$ cat src/rtl/tx_framer.sv
// tx_framer: frames upstream FIFO bytes onto a byte-wide transmit interface.
// A frame goes out as a run of 0x55 preamble bytes, one 0xD5 start byte,
// the payload, and then an enforced idle gap. The frame is aborted into a
// flush when the FIFO underruns or the link drops. Both counters wrap
// modulo 2^16.
module tx_framer #(
  parameter int P_PREAMBLE_LEN = 7,
  parameter int P_IFG_CYCLES   = 12
) (
  input  logic        clk,
  input  logic        reset,
  input  logic        link_sync,
  input  logic [8:0]  fifo_data_i,
  input  logic        fifo_empty_i,
  output logic        fifo_rd_o,
  output logic [7:0]  tx_data,
  output logic        tx_ctrl,
  output logic        busy_o,
  output logic [15:0] tx_frames_o,
  output logic [15:0] drop_frames_o
);

  localparam int CNT_W = 16;

  localparam logic [7:0] C_PREAMBLE = 8'h55;
  localparam logic [7:0] C_SFD      = 8'hD5;
  localparam logic [7:0] C_IDLE     = 8'h00;

  typedef enum logic [2:0] {
    ST_IDLE     = 3'd0,
    ST_PREAMBLE = 3'd1,
    ST_SFD      = 3'd2,
    ST_DATA     = 3'd3,
    ST_FLUSH    = 3'd4,
    ST_IFG      = 3'd5
  } state_t;

  state_t             state_r;
  state_t             state_s;
  logic [CNT_W-1:0]   cnt_r;
  logic [CNT_W-1:0]   cnt_s;
  logic [7:0]         tx_data_r;
  logic [7:0]         tx_data_s;
  logic               tx_ctrl_r;
  logic               tx_ctrl_s;
  logic [15:0]        tx_frames_r;
  logic [15:0]        drop_frames_r;
  logic               fifo_rd_s;
  logic               frame_done_s;
  logic               frame_drop_s;
  logic [7:0]         fifo_byte_s;
  logic               fifo_last_s;

  assign fifo_byte_s = fifo_data_i[8:1];
  assign fifo_last_s = fifo_data_i[0];

  // Next-state, next-output and pop decode. The transmit byte for cycle N+1
  // is chosen in cycle N, so each state drives what the wire shows next.
  always_comb begin
    state_s      = state_r;
    cnt_s        = cnt_r;
    tx_data_s    = C_IDLE;
    tx_ctrl_s    = 1'b0;
    fifo_rd_s    = 1'b0;
    frame_done_s = 1'b0;
    frame_drop_s = 1'b0;
    case (state_r)
      ST_IDLE: begin
        if (!fifo_empty_i) begin
          if (link_sync) begin
            // The first preamble byte leaves on the edge that sees the start.
            state_s   = (P_PREAMBLE_LEN > 1) ? ST_PREAMBLE : ST_SFD;
            cnt_s     = '0;
            tx_ctrl_s = 1'b1;
            tx_data_s = C_PREAMBLE;
          end else begin
            // No peer: the queued frame can never be sent, discard it.
            state_s = ST_FLUSH;
          end
        end else begin
          state_s = ST_IDLE;
        end
      end
      ST_PREAMBLE: begin
        if (!link_sync) begin
          state_s = ST_FLUSH;
        end else begin
          tx_ctrl_s = 1'b1;
          tx_data_s = C_PREAMBLE;
          // One preamble byte was already issued from IDLE.
          if (cnt_r == CNT_W'(P_PREAMBLE_LEN - 2)) begin
            state_s = ST_SFD;
            cnt_s   = '0;
          end else begin
            cnt_s = cnt_r + 16'd1;
          end
        end
      end
      ST_SFD: begin
        if (!link_sync) begin
          state_s = ST_FLUSH;
        end else begin
          tx_ctrl_s = 1'b1;
          tx_data_s = C_SFD;
          state_s   = ST_DATA;
        end
      end
      ST_DATA: begin
        if (link_sync && !fifo_empty_i) begin
          fifo_rd_s = 1'b1;
          tx_ctrl_s = 1'b1;
          tx_data_s = fifo_byte_s;
          if (fifo_last_s) begin
            frame_done_s = 1'b1;
            state_s      = ST_IFG;
            cnt_s        = '0;
          end else begin
            state_s = ST_DATA;
          end
        end else begin
          // Underrun or link loss: abort and drain the rest of the frame.
          state_s = ST_FLUSH;
        end
      end
      ST_FLUSH: begin
        if (!fifo_empty_i) begin
          fifo_rd_s = 1'b1;
          if (fifo_last_s) begin
            frame_drop_s = 1'b1;
            state_s      = ST_IFG;
            cnt_s        = '0;
          end else begin
            state_s = ST_FLUSH;
          end
        end else begin
          state_s = ST_FLUSH;
        end
      end
      ST_IFG: begin
        if (cnt_r == CNT_W'(P_IFG_CYCLES - 1)) begin
          state_s = ST_IDLE;
          cnt_s   = '0;
        end else begin
          cnt_s = cnt_r + 16'd1;
        end
      end
      default: begin
        state_s = ST_IDLE;
        cnt_s   = '0;
      end
    endcase
  end

  // State, counters and registered transmit outputs; reset wins over all.
  always_ff @(posedge clk) begin
    if (reset) begin
      state_r       <= ST_IDLE;
      cnt_r         <= '0;
      tx_data_r     <= C_IDLE;
      tx_ctrl_r     <= 1'b0;
      tx_frames_r   <= 16'h0000;
      drop_frames_r <= 16'h0000;
    end else begin
      state_r   <= state_s;
      cnt_r     <= cnt_s;
      tx_data_r <= tx_data_s;
      tx_ctrl_r <= tx_ctrl_s;
      if (frame_done_s) begin
        tx_frames_r <= tx_frames_r + 16'd1;
      end
      if (frame_drop_s) begin
        drop_frames_r <= drop_frames_r + 16'd1;
      end
    end
  end

  // The pop strobe must never fire while reset is held.
  assign fifo_rd_o     = fifo_rd_s & ~reset;
  assign tx_data       = tx_data_r;
  assign tx_ctrl       = tx_ctrl_r;
  assign busy_o        = (state_r != ST_IDLE);
  assign tx_frames_o   = tx_frames_r;
  assign drop_frames_o = drop_frames_r;

endmodule

$ cat config.mk
export PLATFORM = sky130hd
export DESIGN_NAME = tx_framer
export DESIGN_NICKNAME = d
export VERILOG_FILES = /design/src/rtl/tx_framer.sv
export SDC_FILE = /design/constraint.sdc
export NUM_CORES = 1
export LEC_CHECK = 0
export ABC_AREA = 1
export CAP_MARGIN = 20
export CORE_MARGIN = 8
export CORE_UTILIZATION = 41
export CTS_CLUSTER_SIZE = 10
export DETAILED_ROUTE_END_ITERATION = 16
export PLACE_DENSITY = 0.7
export REMOVE_ABC_BUFFERS = 1
export SYNTH_ARGS = -nofsm -noshare
export SYNTH_HDL_FRONTEND = slang
export SYNTH_SLANG_ARGS = --single-unit
$ cat constraint.sdc
create_clock -name clk -period 1.7 [get_ports clk]
set_input_delay 0.51 -clock clk [delete_from_list [all_inputs] [get_ports clk]]
set_output_delay 0.51 -clock clk [all_outputs]
set_load 0.01 [all_outputs]
==> impl_metrics.tcl, run 1 <==
set metrics [dict create \
    timing.critical_path.from_type "input port" \
    finalNonFillerCells 728 \
    fp.dieArea_um2 10940 \
    post_drt_wl_per_cell_um 13.19 \
    syn-mean-instance-area_um2 6.434 \
    final-hold-violation-count 0 \
    num_vias 3624 \
    violated_checks "setup timing" \
    dominantRegCellSynth "dfxtp_1" \
    timing.final.crit_period_ps 1762 \
    cell_pwr_density_nw_per_um2 813.1 \
    place.gp.congestion 0.9007 \
    cts.reportedPaths.clkPinSlew_ps 80 \
    reg2reg_setup_slack_ps 80 \
    drcViolationCount 0 \
    rows 32 \
    timing.hold.ws_ps 463.9 \
    synth_largest_area_cell "dfxtp_1" \
    maxCapViolations 0 \
    total_number_of_yosys_warnings 0 \
    layout_setup_ws_ps -61.52 \
    via_count_of_the_first_global_routing_pass 3387 \
    slew-limit-headroom 0.7537 \
    report.power.total_mw 3.795 \
    hpwl_um 6865 \
    timing.final.crit_share 1.036 \
    p_leak_nw 2.136 \
    rsz0062_at_grt "true" \
    synth_async_sr_flop_share 0 \
    dp_worst_setup_slack_ps -761.7 \
    chip_width_um 104.6 \
    post_synth_main_area_contributors "dfxtp_1, nand2_1, nor2_1, inv_1, a21oi_1" \
    mostFrequentLayoutCells "nand2_1, nor2_1, buf_4" \
    drt_pass1_iterations 5 \
    placedCellCount 699 \
    tritoncts "done" \
    hold-path-cell-count 2 \
    endpoint_kind "output port" \
    grt_first_pass_wirelength_um 15760 \
    setup_viol_count_final 1 \
    io-pin-count 56 \
    synth.cell_area_um2 3217 \
    finalSetupTns_ps -61.52 \
    areaGrowthSynthToFinish_pct 45.08 \
    core_area_um2 7647 \
    initial_utilization 0.4206 \
    clockRootBuffer "clkbuf_8" \
    cts.path.max_buffers 2 \
    grt_max_degree 34 \
    grt_use_total 0.1719 \
    num_antenna_cells 0 \
    antenna_found_initial 0 \
    most_common_cell_after_layout_fill_and_taps_aside "nand2_1" \
    synth_seq_cells 60 \
    die_h_um 104.6 \
    criticalPathCategory "input port to output port" \
    critical_path_at_ps 1250 \
    htreeDepth 3 \
    power.ir.vdd_worst_v 0.0005001 \
    fill_cells 723 \
    cts_num_sinks 60 \
    number_of_flops_mapped_to_enable_cells_by_yosys 0 \
    wirelength_um 9602 \
    ff2ff_path_depth 12 \
    grt_overflow 0 \
    synth_top_area_share 0.3734 \
    timing.fmax_ghz 0.5677 \
    finish.net_count 639 \
    clkLatencyLatePin_ps 350 \
    initialDrtViolationCount 213 \
    ratio_of_cells_with_drive_above_1_in_the_final_layout 0.2013 \
    cp_max_fo 2 \
    critical_path_required_ps 1190 \
    synthDistinctLibCells 31 \
    detail-route-antenna-nets 0 \
    cts_hold_buffers 0 \
    port_buffers 55 \
    number_of_vias_per_cell 4.978 \
    clock_skew_ps 11.86 \
    tightestPinTransition_ps 369.4 \
    maxSlewViolCount 0 \
    min_path_type "flip-flop to flip-flop" \
    postSynthCellCount 500 \
    ys_seq_area_frac 0.3734 \
    numCtsBuffers 9 \
    status "finished with violations" \
]
## cells in the mapped netlist (5+ instances only)
| cell | number |
|---|---|
| nor2_1 | 93 |
| ha_1 | 5 |
| nand3_1 | 37 |
| nand4_1 | 13 |
| nand2_1 | 131 |
| dfxtp_1 | 60 |
| clkbuf_1 | 5 |
| a21oi_1 | 41 |
| o21ai_0 | 17 |
| xor2_1 | 5 |
| inv_1 | 57 |
| nor3_1 | 9 |
## worst max-delay path, cell delays in order
cell and delay [ps]:
dlygate4sd2_1 250, inv_2 60, nand2_2 50, inv_2 60, nand2_2 60, a21oi_2 110
buf_2 140
## layout make-up
class,instances,area (µm²),share of cell area
multi-input cells,371,1846,0.3954
flip-flops and latches,60,1211,0.2595
repair buffers,118,974.7,0.2088
inverters,60,232.7,0.04987
clock inverters,7,146.4,0.03137
well taps,102,127.6,0.02735
clock buffers,9,123.9,0.02654
repair inverters,1,5.005,0.001072
## metal layers
| metal | track usage | up-vias | wire length (µm) |
|---|---|---|---|
| li1 | - | 1835 | - |
| met1 | 0.2140 | 1658 | 4338 |
| met2 | 0.2787 | 111 | 4489 |
| met3 | 0.04545 | 20 | 560 |
| met4 | 0.06524 | 0 | 214 |
| met5 | 0 | - | 0 |
## logic make-up after synthesis
group	count (synthesis)	share of synthesized area
adder cells (fa/ha/maj)	5	0.01945
buffers and inverters	69	0.08596
flip-flops	60	0.3734
XOR/XNOR	7	0.01906
AND/OR/NAND/NOR	297	0.4022
AO/OA/AOI/OAI	62	0.09996
## power breakdown
part	switching (mW)	internal, mW	total [mW]	leakage, nW
Sequential	0.0236	1.43	1.46	0.487
Clock	0.634	1.13	1.77	0.134
Combinational	0.309	0.260	0.569	1.51
## through the flow
step | instance area (µm²) | util
finish | 4667 | 0.6103
global route | 4667 | 0.6103
CTS | 4449 | 0.5818
detailed placement | 4227 | 0.5527
global placement | 4227 | 0.5527
floorplan | 3166 | -
## state kept, by name, indices dropped and copies added (netlist names)
name / flops
cnt_r: 16
tx_ctrl: 1
tx_frames_o: 16
state_r: 3
drop_frames_o: 16
tx_data: 8
## repair_timing
action                                  in CTS  in global routing
gates resized for setup                     60                 42
pin swaps                                    0                 17
cloned                                       0                  1
endpoints found under the setup margin      83                 34
buffers inserted                             0                 13
## path summary, 6_finish.rpt
path / from / to
setup / recovery: fifo_empty_i / fifo_rd_o
hold / removal: drop_frames_o[13]$_SDFFE_PP0P_ / drop_frames_o[13]$_SDFFE_PP0P_
setup reg to reg: state_r[1]$_SDFFE_PP0P_ / cnt_r[14]$_SDFFE_PP0P_
hold reg to reg: drop_frames_o[13]$_SDFFE_PP0P_ / drop_frames_o[13]$_SDFFE_PP0P_
Power figures use the tool's default switching activity.
==> inputs of run 2 (changes only) <==
- ABC_AREA: 1 -> not set
==> impl_metrics.tcl, run 2 <==
set metrics [dict create \
    synth_largest_area_cell "dfxtp_1" \
    tightestPinTransition_ps 384.1 \
    power.ir.vdd_worst_v 0.0005560 \
    via_count_of_the_first_global_routing_pass 2846 \
    p_leak_nw 2.075 \
    timing.final.crit_share 1.160 \
    criticalPathCategory "flip-flop to flip-flop" \
    grt_first_pass_wirelength_um 12630 \
    postSynthCellCount 341 \
    layout_setup_ws_ps -272.2 \
    ys_seq_area_frac 0.4027 \
    min_path_type "flip-flop to flip-flop" \
    die_h_um 101.3 \
    num_vias 2928 \
    io-pin-count 56 \
    critical_path_required_ps 1920 \
    most_common_cell_after_layout_fill_and_taps_aside "buf_4" \
    synthDistinctLibCells 57 \
    tritoncts "done" \
    antenna_found_initial 0 \
    grt_overflow 0 \
    hold-path-cell-count 2 \
    timing.hold.ws_ps 515.4 \
    synth_async_sr_flop_share 0 \
    numCtsBuffers 9 \
    initial_utilization 0.4180 \
    finalSetupTns_ps -4191 \
    fill_cells 613 \
    areaGrowthSynthToFinish_pct 55.79 \
    wirelength_um 8270 \
    setup_viol_count_final 23 \
    ratio_of_cells_with_drive_above_1_in_the_final_layout 0.3090 \
    clkLatencyLatePin_ps 340 \
    htreeDepth 3 \
    reg2reg_setup_slack_ps -270 \
    number_of_flops_mapped_to_enable_cells_by_yosys 0 \
    finish.net_count 492 \
    synth_top_area_share 0.4027 \
    cell_pwr_density_nw_per_um2 704.9 \
    grt_use_total 0.1541 \
    drt_pass1_iterations 4 \
    rows 31 \
    drcViolationCount 0 \
    cp_max_fo 3 \
    initialDrtViolationCount 73 \
    ff2ff_path_depth 7 \
    maxCapViolations 0 \
    fp.dieArea_um2 10260 \
    finalNonFillerCells 578 \
    synth_top_cells_by_count "dfxtp_1, nor2_1, nand2_1, xnor2_1, a21oi_1" \
    num_antenna_cells 0 \
    dominantRegCellSynth "dfxtp_1" \
    synth_seq_cells 60 \
    violated_checks "setup timing" \
    total_number_of_yosys_warnings 0 \
    chip_width_um 101.3 \
    ff_latch_area_um2 1214 \
    place.gp.congestion 0.8933 \
    synth.cell_area_um2 2983 \
    mostFrequentLayoutCells "buf_4, dfxtp_1, dlygate4sd2_1" \
    post_synth_main_area_contributors "dfxtp_1, nor2_1, xnor2_1, xor2_1, a21oi_1" \
    core_area_um2 7137 \
    multi_input_logic_area_um2 1929 \
    post_drt_wl_per_cell_um 14.31 \
    dp_worst_setup_slack_ps -808.3 \
    clockRootBuffer "clkbuf_8" \
    grt_max_degree 35 \
    cts.path.max_buffers 2 \
    final-hold-violation-count 0 \
    rsz0062_at_grt "true" \
    hpwl_um 5821 \
    syn-mean-instance-area_um2 8.747 \
    slew-limit-headroom 0.7440 \
    timing.critical_path.from_type "flip-flop" \
    cts_num_sinks 60 \
    endpoint_kind "flip-flop" \
    synth_most_common_cell "dfxtp_1" \
    number_of_vias_per_cell 5.066 \
    timing.fmax_ghz 0.5071 \
    maxSlewViolCount 0 \
    clock_skew_ps 11.01 \
    cts.reportedPaths.clkPinSlew_ps 70 \
    timing.final.crit_period_ps 1972 \
    placedCellCount 549 \
    status "finished with violations" \
    critical_path_at_ps 2190 \
    detail-route-antenna-nets 0 \
    port_buffers 55 \
    report.power.total_mw 3.276 \
]
==> run 2: cell types whose count changed in the layout (fill, tap and decap cells not counted), sizes merged, moves of 14 or more <==
cell / change
nand3: -23
inv: -47
nand2: -114
buf: +14
nor2: -54
a21oi: -24
xnor2: +15
==> run 2: cells by family (layout without fill, tap and decap cells) <==
group / count (synthesis) / count (layout) / share of synthesized area
compound gates: 59 / 59 / 0.1405
buf+inv: 23 / 161 / 0.03440
fa+ha+maj: 6 / 6 / 0.02433
xor+xnor: 32 / 32 / 0.09396
simple gates: 161 / 161 / 0.3041
flops: 60 / 60 / 0.4027
==> run 2: critical path: stages, from the launching register on <==
cell     delay [ps]
dfxtp_1         310
or4_4           580
nor4_4          360
buf_4           180
o22ai_4          70
buf_6           140
a22oi_2         160
nor2_1           50
==> run 2: path summary, 6_finish.rpt <==
path | startpoint | endpoint
setup / recovery | cnt_r[8]$_SDFFE_PP0P_ | cnt_r[1]$_SDFFE_PP0P_
hold / removal | drop_frames_o[8]$_SDFFE_PP0P_ | drop_frames_o[8]$_SDFFE_PP0P_
setup reg to reg | cnt_r[8]$_SDFFE_PP0P_ | cnt_r[1]$_SDFFE_PP0P_
hold reg to reg | drop_frames_o[8]$_SDFFE_PP0P_ | drop_frames_o[8]$_SDFFE_PP0P_
==> run 2: routing by layer <==
metal,global-route usage,up-vias,wire length [µm],part of all wire
met5,0,-,0,0
met4,0.06873,0,176,0.021
met3,0.04055,16,415,0.050
met2,0.2763,54,4309,0.52
met1,0.1657,1387,3369,0.41
li1,-,1471,-,-
==> run 2: final cells by class <==
class / count / share of cell area
Clock buffer: 11 / 0.03043
Clock inverter: 5 / 0.01616
Inverter: 13 / 0.01104
Multi-Input combinational cell: 258 / 0.4152
Sequential cell: 60 / 0.2612
Tap cell: 99 / 0.02666
Timing Repair Buffer: 132 / 0.2394
==> run 2: per-stage QoR <==
stage          instance area (µm²)    util
2_1_floorplan                 2929       -
3_3_place_gp                  4084  0.5722
3_5_place_dp                  4084  0.5722
4_1_cts                       4388  0.6148
5_1_grt                       4647  0.6511
6_report                      4647  0.6511
==> run 2: power breakdown <==
| part | internal (mW) | switching, mW |
|---|---|---|
| registers | 1.43 | 0.0168 |
| logic | 0.214 | 0.210 |
| clock network | 0.858 | 0.552 |
| total | 2.50 | 0.778 |
==> run 2: repair_timing <==
| action | 4_1_cts | 5_1_grt |
|---|---|---|
| gates resized for setup | 81 | 43 |
| pin swaps | 18 | 24 |
| buffers inserted | 4 | 10 |
| endpoints found under the setup margin | 87 | 43 |
| gates cloned | 0 | 0 |
| hold buffers | 0 | 0 |
| hold endpoints to repair | 0 | 0 |
==> inputs of run 3 (changes only) <==
- TNS_END_PERCENT: not set -> 1
==> impl_metrics.tcl, run 3 (synthesis results as in run 2) <==
set metrics [dict create \
    timing.critical_path.from_type "flip-flop" \
    grt_overflow 0 \
    finish.net_count 481 \
    reg2reg_setup_slack_ps -250 \
    critical_path_at_ps 2170 \
    wirelength_um 7762 \
    ratio_of_cells_with_drive_above_1_in_the_final_layout 0.2607 \
    initial_utilization 0.4180 \
    min_path_type "flip-flop to flip-flop" \
    number_of_vias_per_cell 5.092 \
    most_utilized_layer_in_the_global_route_result "met2" \
    timing.final.crit_share 1.146 \
    maxSlewViolCount 0 \
    violated_checks "setup timing" \
    endpoint_kind "flip-flop" \
    criticalPathCategory "flip-flop to flip-flop" \
    layout_setup_ws_ps -248.5 \
    p_leak_nw 1.966 \
    cell_pwr_density_nw_per_um2 728.6 \
    internal_power_mw 2.465 \
    timing.hold.ws_ps 508.5 \
    tritoncts "done" \
    chip_width_um 101.3 \
    ff_latch_area_um2 1210 \
    power.share.sequential 0.449 \
    areaGrowthSynthToFinish_pct 47.69 \
    globalRouteMet2Util 0.2723 \
    via_count_of_the_first_global_routing_pass 2816 \
    timing.final.crit_period_ps 1948 \
    htreeDepth 3 \
    cp_max_fo 4 \
    rsz0062_at_grt "true" \
    cts.path.max_buffers 2 \
    tightestPinTransition_ps 454.8 \
    met3_usage 0.04055 \
    drcViolationCount 0 \
    clock_power_share 0.437 \
    global_route.usage.met1 0.1657 \
    critical_path_required_ps 1930 \
    antenna_found_initial 0 \
    switching_power_mw 0.7447 \
    io-pin-count 56 \
    ff2ff_path_depth 6 \
    worstSetupEndpoint "cnt_r[9]$_SDFFE_PP0P_" \
    cts_num_sinks 60 \
    slew-limit-headroom 0.6951 \
    critical_path.reg2reg.startpoint "cnt_r[8]$_SDFFE_PP0P_" \
    hpwl_um 5821 \
    drt_pass1_iterations 4 \
    initialDrtViolationCount 103 \
    clock_skew_ps 7.134 \
    num_antenna_cells 0 \
    terminus_of_the_critical_flop_to_flop_path "cnt_r[9]$_SDFFE_PP0P_" \
    rows 31 \
    grt_use_total 0.1524 \
    fill_cells 657 \
    power.ir.vdd_worst_v 0.0003776 \
    num_vias 2887 \
    timing.fmax_ghz 0.5132 \
    switching_share 0.2320 \
    core_occupancy_in_the_finished_layout 0.6173 \
    maxCapViolations 0 \
    worst_setup_path_startpoint "cnt_r[8]$_SDFFE_PP0P_" \
    clockRootBuffer "clkbuf_8" \
    post_drt_wl_per_cell_um 13.69 \
    port_buffers 55 \
    multi_input_logic_area_um2 1821 \
    p_comb_frac 0.114 \
    numCtsBuffers 9 \
    fp.dieArea_um2 10260 \
    grt_first_pass_wirelength_um 12520 \
    core_area_um2 7137 \
    finalSetupTns_ps -3554 \
    place.gp.congestion 0.8933 \
    die_h_um 101.3 \
    setup_viol_count_final 23 \
    detail-route-antenna-nets 0 \
    grt_max_degree 35 \
    clkLatencyLatePin_ps 330 \
    status "finished with violations" \
    most_common_cell_after_layout_fill_and_taps_aside "buf_4" \
    cts.reportedPaths.clkPinSlew_ps 60 \
    final-hold-violation-count 0 \
    mostFrequentLayoutCells "buf_4, dfxtp_1, nor2_1, dlygate4sd2_1, nand2_1" \
]
==> run 3: area by class of cell <==
cell class,instances,area share
Multi-Input combinational cell,258,0.4132
Sequential cell,60,0.2746
Timing Repair Buffer,121,0.2238
Clock buffer,11,0.03209
Tap cell,99,0.02812
Clock inverter,5,0.01704
Inverter,13,0.01108
==> run 3: through the flow <==
step / setup WS [ps] / power (mW) / area, µm² / cells
after global placement: -793.2 / 1.829 / 4084 / 549
after detailed placement: -808.3 / 1.834 / 4084 / 549
after CTS: -250.1 / 3.243 / 4353 / 567
final: -248.5 / 3.210 / 4405 / 567
after global routing: -336.8 / 3.330 / 4405 / 567
after floorplan: -137.9 / 1.619 / 2929 / 331
==> run 3: power groups by stage <==
stage | clock network, mW | logic (mW) | registers, mW
after floorplan | 0 | 0.131 | 1.49
after global placement | 0 | 0.355 | 1.47
after detailed placement | 0 | 0.361 | 1.47
after CTS | 1.44 | 0.359 | 1.44
after global routing | 1.49 | 0.394 | 1.44
final | 1.40 | 0.366 | 1.44
==> run 3: layer usage <==
layer	vias up	routed length [µm]
li1	1453	-
met1	1355	3285
met2	63	3968
met3	16	364
met4	0	143
met5	-	0
==> run 3: worst min-delay path by stage <==
stage,to,slack (ps),startpoint,cells after the start
floorplan,cnt_r[14]$_SDFFE_PP0P_,460,cnt_r[14]$_SDFFE_PP0P_,2
global placement,drop_frames_o[8]$_SDFFE_PP0P_,480,drop_frames_o[8]$_SDFFE_PP0P_,2
detailed placement,drop_frames_o[15]$_SDFFE_PP0P_,510,drop_frames_o[15]$_SDFFE_PP0P_,2
CTS,drop_frames_o[8]$_SDFFE_PP0P_,510,drop_frames_o[8]$_SDFFE_PP0P_,2
global route,drop_frames_o[15]$_SDFFE_PP0P_,530,drop_frames_o[15]$_SDFFE_PP0P_,2
finish,drop_frames_o[8]$_SDFFE_PP0P_,510,drop_frames_o[8]$_SDFFE_PP0P_,2
==> run 3: worst max-delay path: stages, from the launching register on <==
cell and delay [ps]:
dfxtp_1 310, or4_4 580, nor4_4 330, buf_4 190, nor3_2 80, o22a_1 220, a21o_1 150
==> run 3: repair_timing <==
action,in CTS,in global routing
buffers inserted,2,0
setup endpoints to repair,87,42
hold buffers,0,0
gates resized for setup,76,13
pin swaps,17,8
